[src/rtl/lz77_pkg.sv]
// lz77_pkg: shared constants, FSM state type and token record for the LZ77
// decoder slice.
//   SEARCH_LEN  history window depth (legal offsets 0..SEARCH_LEN-1)
//   OFS_W/LEN_W token field widths, MAX_MATCH largest legal match_len
//   FIFO_DEPTH  token FIFO entries, CNT_W output counter width
//   END_CHAR    end-of-stream literal
package lz77_pkg;

  localparam int unsigned SEARCH_LEN = 11;
  localparam int unsigned OFS_W      = 4;
  localparam int unsigned LEN_W      = 3;
  localparam int unsigned MAX_MATCH  = 4;
  localparam int unsigned FIFO_DEPTH = 2;
  localparam int unsigned CNT_W      = 12;
  localparam logic [7:0]  END_CHAR   = 8'h24;

  typedef enum logic [1:0] {IDLE, COPY, LIT, DONE} state_t;

  typedef struct packed {
    logic [OFS_W-1:0] ofs;
    logic [LEN_W-1:0] len;
    logic [7:0]       chr;
  } token_t;

  function automatic logic tok_legal(input token_t t);
    return (t.ofs <= OFS_W'(SEARCH_LEN - 1)) && (t.len <= LEN_W'(MAX_MATCH));
  endfunction

endpackage

[src/rtl/lz77_token_fifo.sv]
// lz77_token_fifo: small synchronous token FIFO, asynchronous active-high reset.
//   clk, reset       clock / async reset
//   i_push, i_data   write strobe and token (ignored when full)
//   i_pop            read strobe (ignored when empty)
//   o_data           head-of-queue token (valid when !o_empty)
//   o_full, o_empty  occupancy flags
module lz77_token_fifo
  import lz77_pkg::*;
#(
  parameter int unsigned DEPTH = FIFO_DEPTH
) (
  input  logic   clk,
  input  logic   reset,
  input  logic   i_push,
  input  token_t i_data,
  input  logic   i_pop,
  output token_t o_data,
  output logic   o_full,
  output logic   o_empty
);

  localparam int unsigned PTR_W = (DEPTH > 1) ? $clog2(DEPTH) : 1;
  localparam int unsigned CW    = $clog2(DEPTH + 1);

  token_t          r_mem [DEPTH];
  logic [PTR_W-1:0] r_wr_ptr;
  logic [PTR_W-1:0] r_rd_ptr;
  logic [CW-1:0]    r_count;
  logic             w_push;
  logic             w_pop;

  assign o_full  = (r_count == CW'(DEPTH));
  assign o_empty = (r_count == '0);
  assign o_data  = r_mem[r_rd_ptr];
  assign w_push  = i_push && !o_full;
  assign w_pop   = i_pop && !o_empty;

  always_ff @(posedge clk) begin
    if (w_push) r_mem[r_wr_ptr] <= i_data;
  end

  always_ff @(posedge clk or posedge reset) begin
    if (reset) begin
      r_wr_ptr <= '0;
      r_rd_ptr <= '0;
      r_count  <= '0;
    end else begin
      if (w_push) r_wr_ptr <= (r_wr_ptr == PTR_W'(DEPTH - 1)) ? '0 : r_wr_ptr + 1'b1;
      if (w_pop)  r_rd_ptr <= (r_rd_ptr == PTR_W'(DEPTH - 1)) ? '0 : r_rd_ptr + 1'b1;
      case ({w_push, w_pop})
        2'b10:   r_count <= r_count + 1'b1;
        2'b01:   r_count <= r_count - 1'b1;
        default: r_count <= r_count;
      endcase
    end
  end

endmodule

[src/rtl/lz77_decoder.sv]
// lz77_decoder: rebuilds the character stream from (offset, match_len, char_nxt)
// tokens, one character per cycle, using an 11-entry history window.
//   clk, reset                  clock / async active-high reset
//   valid, encode               token strobe; accepted when both high and ready
//   offset, match_len, char_nxt token fields
//   ready                       FIFO not full and stream not finished
//   out_valid, out_char         decoded character strobe / value
//   out_cnt                     characters emitted since reset (wraps)
//   finish, err                 sticky end-of-stream / protocol error flags
module lz77_decoder
  import lz77_pkg::*;
(
  input  logic             clk,
  input  logic             reset,
  input  logic             valid,
  input  logic             encode,
  input  logic [OFS_W-1:0] offset,
  input  logic [LEN_W-1:0] match_len,
  input  logic [7:0]       char_nxt,
  output logic             ready,
  output logic             out_valid,
  output logic [7:0]       out_char,
  output logic [CNT_W-1:0] out_cnt,
  output logic             finish,
  output logic             err
);

  state_t           r_state;
  state_t           w_next;
  logic [OFS_W-1:0] r_cur_ofs;
  logic [LEN_W-1:0] r_cur_len;
  logic [7:0]       r_cur_chr;
  logic [7:0]       r_hist [SEARCH_LEN];

  token_t w_in_tok;
  token_t w_head;
  logic   w_fifo_full;
  logic   w_fifo_empty;
  logic   w_tok_req;
  logic   w_push;
  logic   w_pop;
  logic   w_emit;
  logic   w_len_dec;
  logic   w_finish_set;
  logic [7:0] w_new_char;

  assign w_in_tok  = '{ofs: offset, len: match_len, chr: char_nxt};
  assign ready     = !w_fifo_full && (r_state != DONE);
  assign w_tok_req = valid && encode && (r_state != DONE);
  // Uses the registered full flag, so a token arriving at a full FIFO is
  // dropped even when the decoder pops on the same edge.
  assign w_push    = w_tok_req && tok_legal(w_in_tok) && !w_fifo_full;

  lz77_token_fifo #(.DEPTH(FIFO_DEPTH)) u_fifo (
    .clk     (clk),
    .reset   (reset),
    .i_push  (w_push),
    .i_data  (w_in_tok),
    .i_pop   (w_pop),
    .o_data  (w_head),
    .o_full  (w_fifo_full),
    .o_empty (w_fifo_empty)
  );

  always_ff @(posedge clk or posedge reset) begin
    if (reset) r_state <= IDLE;
    else       r_state <= w_next;
  end

  always_comb begin
    w_next       = r_state;
    w_pop        = 1'b0;
    w_emit       = 1'b0;
    w_len_dec    = 1'b0;
    w_finish_set = 1'b0;
    w_new_char   = r_cur_chr;
    case (r_state)
      IDLE: begin
        if (!w_fifo_empty) begin
          w_pop  = 1'b1;
          w_next = (w_head.len != '0) ? COPY : LIT;
        end
      end
      COPY: begin
        w_emit     = 1'b1;
        w_new_char = r_hist[r_cur_ofs];
        w_len_dec  = 1'b1;
        if (r_cur_len == LEN_W'(1)) w_next = LIT;
      end
      LIT: begin
        if (r_cur_chr == END_CHAR) begin
          w_finish_set = 1'b1;
          w_next       = DONE;
        end else begin
          w_emit = 1'b1;
          // Fetch the next token while emitting the literal to avoid a bubble.
          if (!w_fifo_empty) begin
            w_pop  = 1'b1;
            w_next = (w_head.len != '0) ? COPY : LIT;
          end else begin
            w_next = IDLE;
          end
        end
      end
      default: w_next = DONE;
    endcase
  end

  always_ff @(posedge clk or posedge reset) begin
    if (reset) begin
      r_cur_ofs <= '0;
      r_cur_len <= '0;
      r_cur_chr <= '0;
      out_valid <= 1'b0;
      out_char  <= '0;
      out_cnt   <= '0;
      finish    <= 1'b0;
      err       <= 1'b0;
      for (int unsigned i = 0; i < SEARCH_LEN; i++) r_hist[i] <= '0;
    end else begin
      if (w_pop) begin
        r_cur_ofs <= w_head.ofs;
        r_cur_len <= w_head.len;
        r_cur_chr <= w_head.chr;
      end else if (w_len_dec) begin
        r_cur_len <= r_cur_len - 1'b1;
      end
      out_valid <= w_emit;
      if (w_emit) begin
        out_char  <= w_new_char;
        out_cnt   <= out_cnt + 1'b1;
        r_hist[0] <= w_new_char;
        for (int unsigned i = 1; i < SEARCH_LEN; i++) r_hist[i] <= r_hist[i-1];
      end
      if (w_finish_set) finish <= 1'b1;
      if (w_tok_req && (!tok_legal(w_in_tok) || w_fifo_full)) err <= 1'b1;
    end
  end

endmodule
[config.mk]
export PLATFORM = sky130hd
export DESIGN_NAME = lz77_decoder
export DESIGN_NICKNAME = d
export VERILOG_FILES = /design/src/rtl/lz77_pkg.sv /design/src/rtl/lz77_token_fifo.sv /design/src/rtl/lz77_decoder.sv
export SDC_FILE = /design/constraint.sdc
export NUM_CORES = 1
export LEC_CHECK = 0
export ABC_AREA = 1
export CORE_MARGIN = 3
export CORE_UTILIZATION = 40
export CTS_CLUSTER_DIAMETER = 200
export DETAILED_ROUTE_END_ITERATION = 8
export DONT_BUFFER_PORTS = 1
export PLACE_DENSITY_LB_ADDON = 0.25
export SLEW_MARGIN = 20
export SYNTH_ARGS = -nofsm -noshare
export SYNTH_HDL_FRONTEND = slang
export SYNTH_HIERARCHICAL = 1
export SYNTH_SLANG_ARGS = --single-unit
[constraint.sdc]
create_clock -name clk -period 10.4 [get_ports clk]
set_clock_uncertainty 0.1 [all_clocks]
set_input_delay 1.56 -clock clk [delete_from_list [all_inputs] [get_ports clk]]
set_output_delay 1.56 -clock clk [all_outputs]
set_load 0.01 [all_outputs]
# Word level (Yosys, flattened, before mapping)
# Memory sizes are Yosys's and may differ from the RTL's.
# Cells that the tools add are included.
[totals]
input_bits = 19
mem_bits_rw = 30
out_inout_bits = 24
wordCells = 87
mem_count = 1
register_bits = 124
[memory_table]
columns = ["name", "words", "word_bits", "rd", "rd_clocked_by_memory_dff", "write_ports", "line_no", "text"]
rows = [
  ["u_fifo.r_mem", 2, 15, 1, 0, 1, "lz77_token_fifo.sv:25", "token_t r_mem [DEPTH];"],
]
[op_classes]
muxes = 25
magnitude_cmp = 3
n_bitwise = 1
add_sub_neg = 6
reduce_logical = 19
eq_ne = 10
[ops]
columns = ["cell", "count"]
rows = [
  ["8-bit binary-select mux with 4-bit select", 1],
  ["8-bit two-way mux", 3],
  ["12-bit by 1-bit adder with 12-bit output, second input constant", 1],
  ["1-bit two-way mux", 10],
  ["2-bit two-way mux", 5],
  ["1-bit logical AND", 9],
  ["8-bit by 6-bit equality test with 1-bit output, second input constant", 1],
  ["2-bit equality test, second input constant", 3],
  ["3-bit two-way mux", 2],
  ["2-bit != test, second input constant", 3],
  ["2-bit one-hot mux with 3 select lines", 1],
  ["5-bit greater-or-equal comparator, second input constant", 1],
  ["4-bit inverter with 5-bit output", 1],
  ["2-bit by 1-bit equality test with 1-bit output, second input constant", 2],
  ["4-bit <= comparator, second input constant", 1],
  ["2-bit zero test", 2],
  ["1-bit one-hot mux with 2 select lines", 2],
  ["2-bit one-hot mux with 2 select lines", 1],
  ["2-bit nonzero test", 2],
  ["3-bit by 1-bit equality test with 1-bit output, second input constant", 1],
  ["3-bit <= comparator, second input constant", 1],
  ["1-bit zero test", 3],
  ["3-bit nonzero test", 1],
  ["3-bit by 1-bit subtractor with 3-bit output, second input constant", 1],
  ["other kinds (5)", 6],
]

# Longest topological paths before layout
[depth]
depth_word = 7
ltp_mapped = 15
ltp_nobuf = 14

# By module
# The synthesis kept the hierarchy.
[modules_own_cells]
columns = ["module", "n_inst", "area_per_inst_um2", "seq_area_each_um2", "cells_each"]
rows = [
  ["lz77_decoder", 1, 6032.0, 3002.9, 780],
  ["lz77_token_fifo", 1, 1358.8, 1001.0, 111],
]

# Least setup slack after synthesis
# Ideal clock, no wire load.
[synth_path]
path_type = "input port to flip-flop"
startpoint = "input offset[1]"
endpoint = "memory u_fifo/r_mem[1][0] (netlist name) (enable)"
setup_time_ns = 0.386
setup_slack_ns = 7.158
path_buffers = 0
arrival_ns = 2.755
cell_stages = 7
required_ns = 9.914
path_cell_list = "nand2_1 -> inv_1 -> o21ai_0 -> nand3b_1 -> nor2_1 -> o21ai_2 -> nor2_1"
[synth_via]
elab_chain_cells = 7
[synth_lines]
columns = ["element", "line_no", "text"]
rows = [
  ["from (decl)", "lz77_decoder.sv:17", "input logic [OFS_W-1:0] offset,"],
  ["4-bit <= comparator", "lz77_pkg.sv:26", "return (t.ofs <= OFS_W'(SEARCH_LEN - 1)) && (t.len <= LEN_W'(MAX_MATCH));"],
  ["1-bit logical AND", "lz77_pkg.sv:26", ""],
  ["1-bit logical AND (2 in series)", "lz77_decoder.sv:52", "assign w_push = w_tok_req && tok_legal(w_in_tok) && !w_fifo_full;"],
  ["net w_push", "lz77_decoder.sv:40", "logic w_push;"],
  ["1-bit logical AND", "lz77_token_fifo.sv:35", "assign w_push = i_push && !o_full;"],
  ["1-bit two-way mux", "lz77_token_fifo.sv:39", "if (w_push) r_mem[r_wr_ptr] <= i_data;"],
  ["1-bit two-way mux (implied by the code)", "lz77_token_fifo.sv:39", ""],
  ["to (decl)", "lz77_token_fifo.sv:25", ""],
]
# The timed path passes the listed nets, and every way through them passes these cells.

# Worst setup path in the final report
[layout_path]
startpoint = "register r_state[1]"
endpoint = "register r_hist[32] (netlist name)"
[layout_via]
elab_chain_cells = 2
word_cells_on_any_way = 3
cone_classes = "eq/ne: 2; mux: 1"
[layout_lines]
columns = ["element", "line_no", "text"]
rows = [
  ["from (decl)", "lz77_decoder.sv:28", "state_t r_state;"],
  ["from (signal assigned)", "lz77_decoder.sv:67", "else r_state <= w_next;"],
  ["2-bit equality test or 2-bit by 1-bit equality test with 1-bit output (tied branches)", "lz77_decoder.sv:77", "case (r_state)"],
  ["1-bit one-hot mux with 2 select lines (*)", "lz77_decoder.sv:77", ""],
  ["to (decl)", "lz77_decoder.sv:33", "logic [7:0] r_hist [SEARCH_LEN];"],
]
# Every way passes the cells marked *; elsewhere a longest branch is shown, timed or not.
# A chain may end at the register's enable or synchronous reset.

==> flow_metrics.tcl <==
set metrics [dict create \
    avgViaCountPerCell 4.70 \
    syn_area_sq_um 7390 \
    die_area_sq_um 20100 \
    final_common_cell "nand2_1" \
    holdWs_ns 0.379 \
    pwr-share-clk_pct 24.8 \
    synth.distinct_cells 31 \
    drcViolationCount 0 \
    setup_tns_ns 0 \
    layout-drive-gt1-share_pct 8.06 \
    vias 5221 \
    start_util_pct 40.9 \
    mostFrequentLayoutCells "nand2_1 (345), dfrtp_1 (124), inv_1 (82)" \
    cts_buffers 17 \
    critical_path_required_ns 10.57 \
    critPathKind "reg2reg" \
    final-setup-viol-count 0 \
    pin_count 43 \
    synth-xor-area-share_pct 1.42 \
    arrival_ns 3.16 \
    antenna_left 0 \
    start_kind "register" \
    drt_iter0_drc 340 \
    fp.dieH_um 142 \
    grt_pass1_wl_um 25000 \
    avgSynthCellArea_sq_um 8.29 \
    drv_slew 0 \
    path_max_fanout 73 \
    clock_path_buffers 2 \
    die_x_um 142 \
    outcome "finished, final reports clean" \
    final_nets 895 \
    finalHoldViolations 0 \
    synth_top_family_by_area "simple AND/OR/NAND/NOR gates" \
    ctsHtreeMaxLevel 4 \
    path_clk_slew_ns 0.06 \
    switching_share_pct 41.8 \
    dr.pass1.iters 5 \
    drv_cap 0 \
    post-route-min-period_ns 2.99 \
    switching_power_mw 1.04 \
    yosys_warnings 6 \
    clock_latency_ns 0.43 \
    portBuffers 0 \
    relSlewSlack_pct 38.7 \
    synthMuxAreaShare_pct 0 \
    postSynth.asyncResetShare_pct 80.5 \
    ys_ff_latch 154 \
    comb_power_share_pct 37.1 \
    syn_inst 891 \
    rsz0062_at_grt "false" \
    power_density_nw_per_um2 312 \
    track_usage_pct 15.6 \
    coreArea_sq_um 18100 \
    antenna_found_initial 0 \
    internal-power_mw 1.45 \
    synth-compound-area-share_pct 7.64 \
    totalWireLength_um 14600 \
    grt_pass1_vias 4999 \
    overflow 0 \
    holdBufCountCts 0 \
    tritoncts "yes" \
    cts_resized 0 \
    worstHoldPathType "reg2reg" \
    leakagePower_nw 3.83 \
    tightest_slew_ns 0.919 \
    timing.fmax_ghz 0.334 \
    synth_fa_ha_area_share_pct 1.35 \
    cts_setup_buffers 0 \
    synth-simple-area-share_pct 26.2 \
    synth_fp_nets 918 \
    dp_hpwl_um 9490 \
    place_congestion 0.769 \
    cts_sinks 154 \
    n_antenna_cell 0 \
    fp-row-count 49 \
    cts-root-buf "clkbuf_16" \
    critPathCaptureType "register" \
    wl_per_cell_um 13.1 \
    grt_max_degree 100 \
    synth_enable_flop_cells 30 \
    synth_ff_type "dfrtp_1" \
    fin_crit_sh_pct 28.8 \
    ys_seq_area_share_pct 54.2 \
    ir_worst_vdd_v 0.000181 \
    syn_to_final_growth_pct 7.96 \
    seqPwrFrac_pct 38.0 \
]
## power by group through the flow
stage               sequential (mW)  clock [mW]  combinational, mW
finish                        0.947       0.618              0.925
global route                  0.977       0.657               1.07
detailed placement            0.961           0              0.938
floorplan                     0.898           0              0.875
global placement              0.959           0              0.928
CTS                           0.952       0.632              0.942
## through the flow
step | total power [mW] | utilization (%) | instance area (sq um) | worst slack [ns] | instances
detailed placement | 1.90 | 40.8 | 7380 | 6.93 | 1078
CTS | 2.53 | 44.1 | 7980 | 7.39 | 1110
global route | 2.71 | 44.1 | 7980 | 7.14 | 1110
finish | 2.49 | 44.1 | 7980 | 7.41 | 1110
floorplan | 1.77 | - | 7390 | 5.55 | 891
global placement | 1.89 | 40.8 | 7380 | 6.56 | 1078
## worst max-delay path: stages, from the launching register on
cell and delay [ns]:
dfrtp_1 0.41, inv_1 0.09, ha_1 0.47, inv_1 0.36, nand2_4 0.20, nand2_2 0.10, inv_2 0.21, buf_4 0.65
o21ai_0 0.18
## synthesized netlist by cell type, types with 10 or more instances
cell	n	area [sq um]
inv_1	83	312
o21ai_1	21	105
nand3_1	43	215
nor2_1	59	221
buf_6	11	124
o21ai_0	60	300
dfrtp_1	124	3100
o21ai_2	10	87.6
nand2_1	345	1290
buf_4	18	135
buf_2	11	55.1
edfxtp_1	30	901
## registers in the layout, indices dropped and copies added, names as in the netlist, 2 cells and up
register / flops
r_cur_len: 3
out_cnt: 12
r_hist: 88
r_cur_ofs: 4
r_state: 2
u_fifo/r_mem: 30
r_cur_chr: 8
u_fifo/r_count: 2
## cells by family (layout without fill, tap and decap cells)
logic type | Yosys count | in the layout
flip-flops | 154 | 154
AO/OA/AOI/OAI | 103 | 103
buffers and inverters | 137 | 127
adder cells (fa/ha/maj) | 8 | 8
XOR/XNOR | 12 | 12
AND/OR/NAND/NOR | 477 | 477
## worst paths after layout
| path | to | cells after the start | startpoint | slack, ns |
|---|---|---|---|---|
| worst max-delay path | r_hist[32]$_DFFE_PP0P_ | 8 | r_state[1]$_DFFE_PP0P_ | 7.41 |
| worst min-delay path | r_hist[2]$_DFFE_PP0P_ | 2 | r_hist[2]$_DFFE_PP0P_ | 0.38 |
| worst max register to register | r_hist[32]$_DFFE_PP0P_ | 8 | r_state[1]$_DFFE_PP0P_ | 7.41 |
| worst min register to register | r_hist[2]$_DFFE_PP0P_ | 2 | r_hist[2]$_DFFE_PP0P_ | 0.38 |
| max in group asynchronous | r_hist[1]$_DFFE_PP0P_ | 2 | reset | 7.87 |
| min in group asynchronous | u_fifo/r_count[0]$_DFFE_PP0P_ | 1 | reset | 0.80 |
## area by class of cell
type	instances	area (sq um)
Clock buffer	21	480
Clock inverter	11	119
Fill cell	1760	10100
Inverter	90	340
Multi-Input combinational cell	600	2710
Sequential cell	154	4000
Tap cell	229	287
Timing Repair Buffer	5	37.5
## per-layer routing
layer	vias to the layer above	GRT usage [%]	part of all wire (%)	wire length, um
met2	90	23.8	45	6530
met3	18	4.00	4.8	703
met1	2377	21.4	49	7090
met4	0	6.41	1.8	267
met5	-	0	0	0
li1	2736	-	-	-
Power figures use the tool's default switching activity.
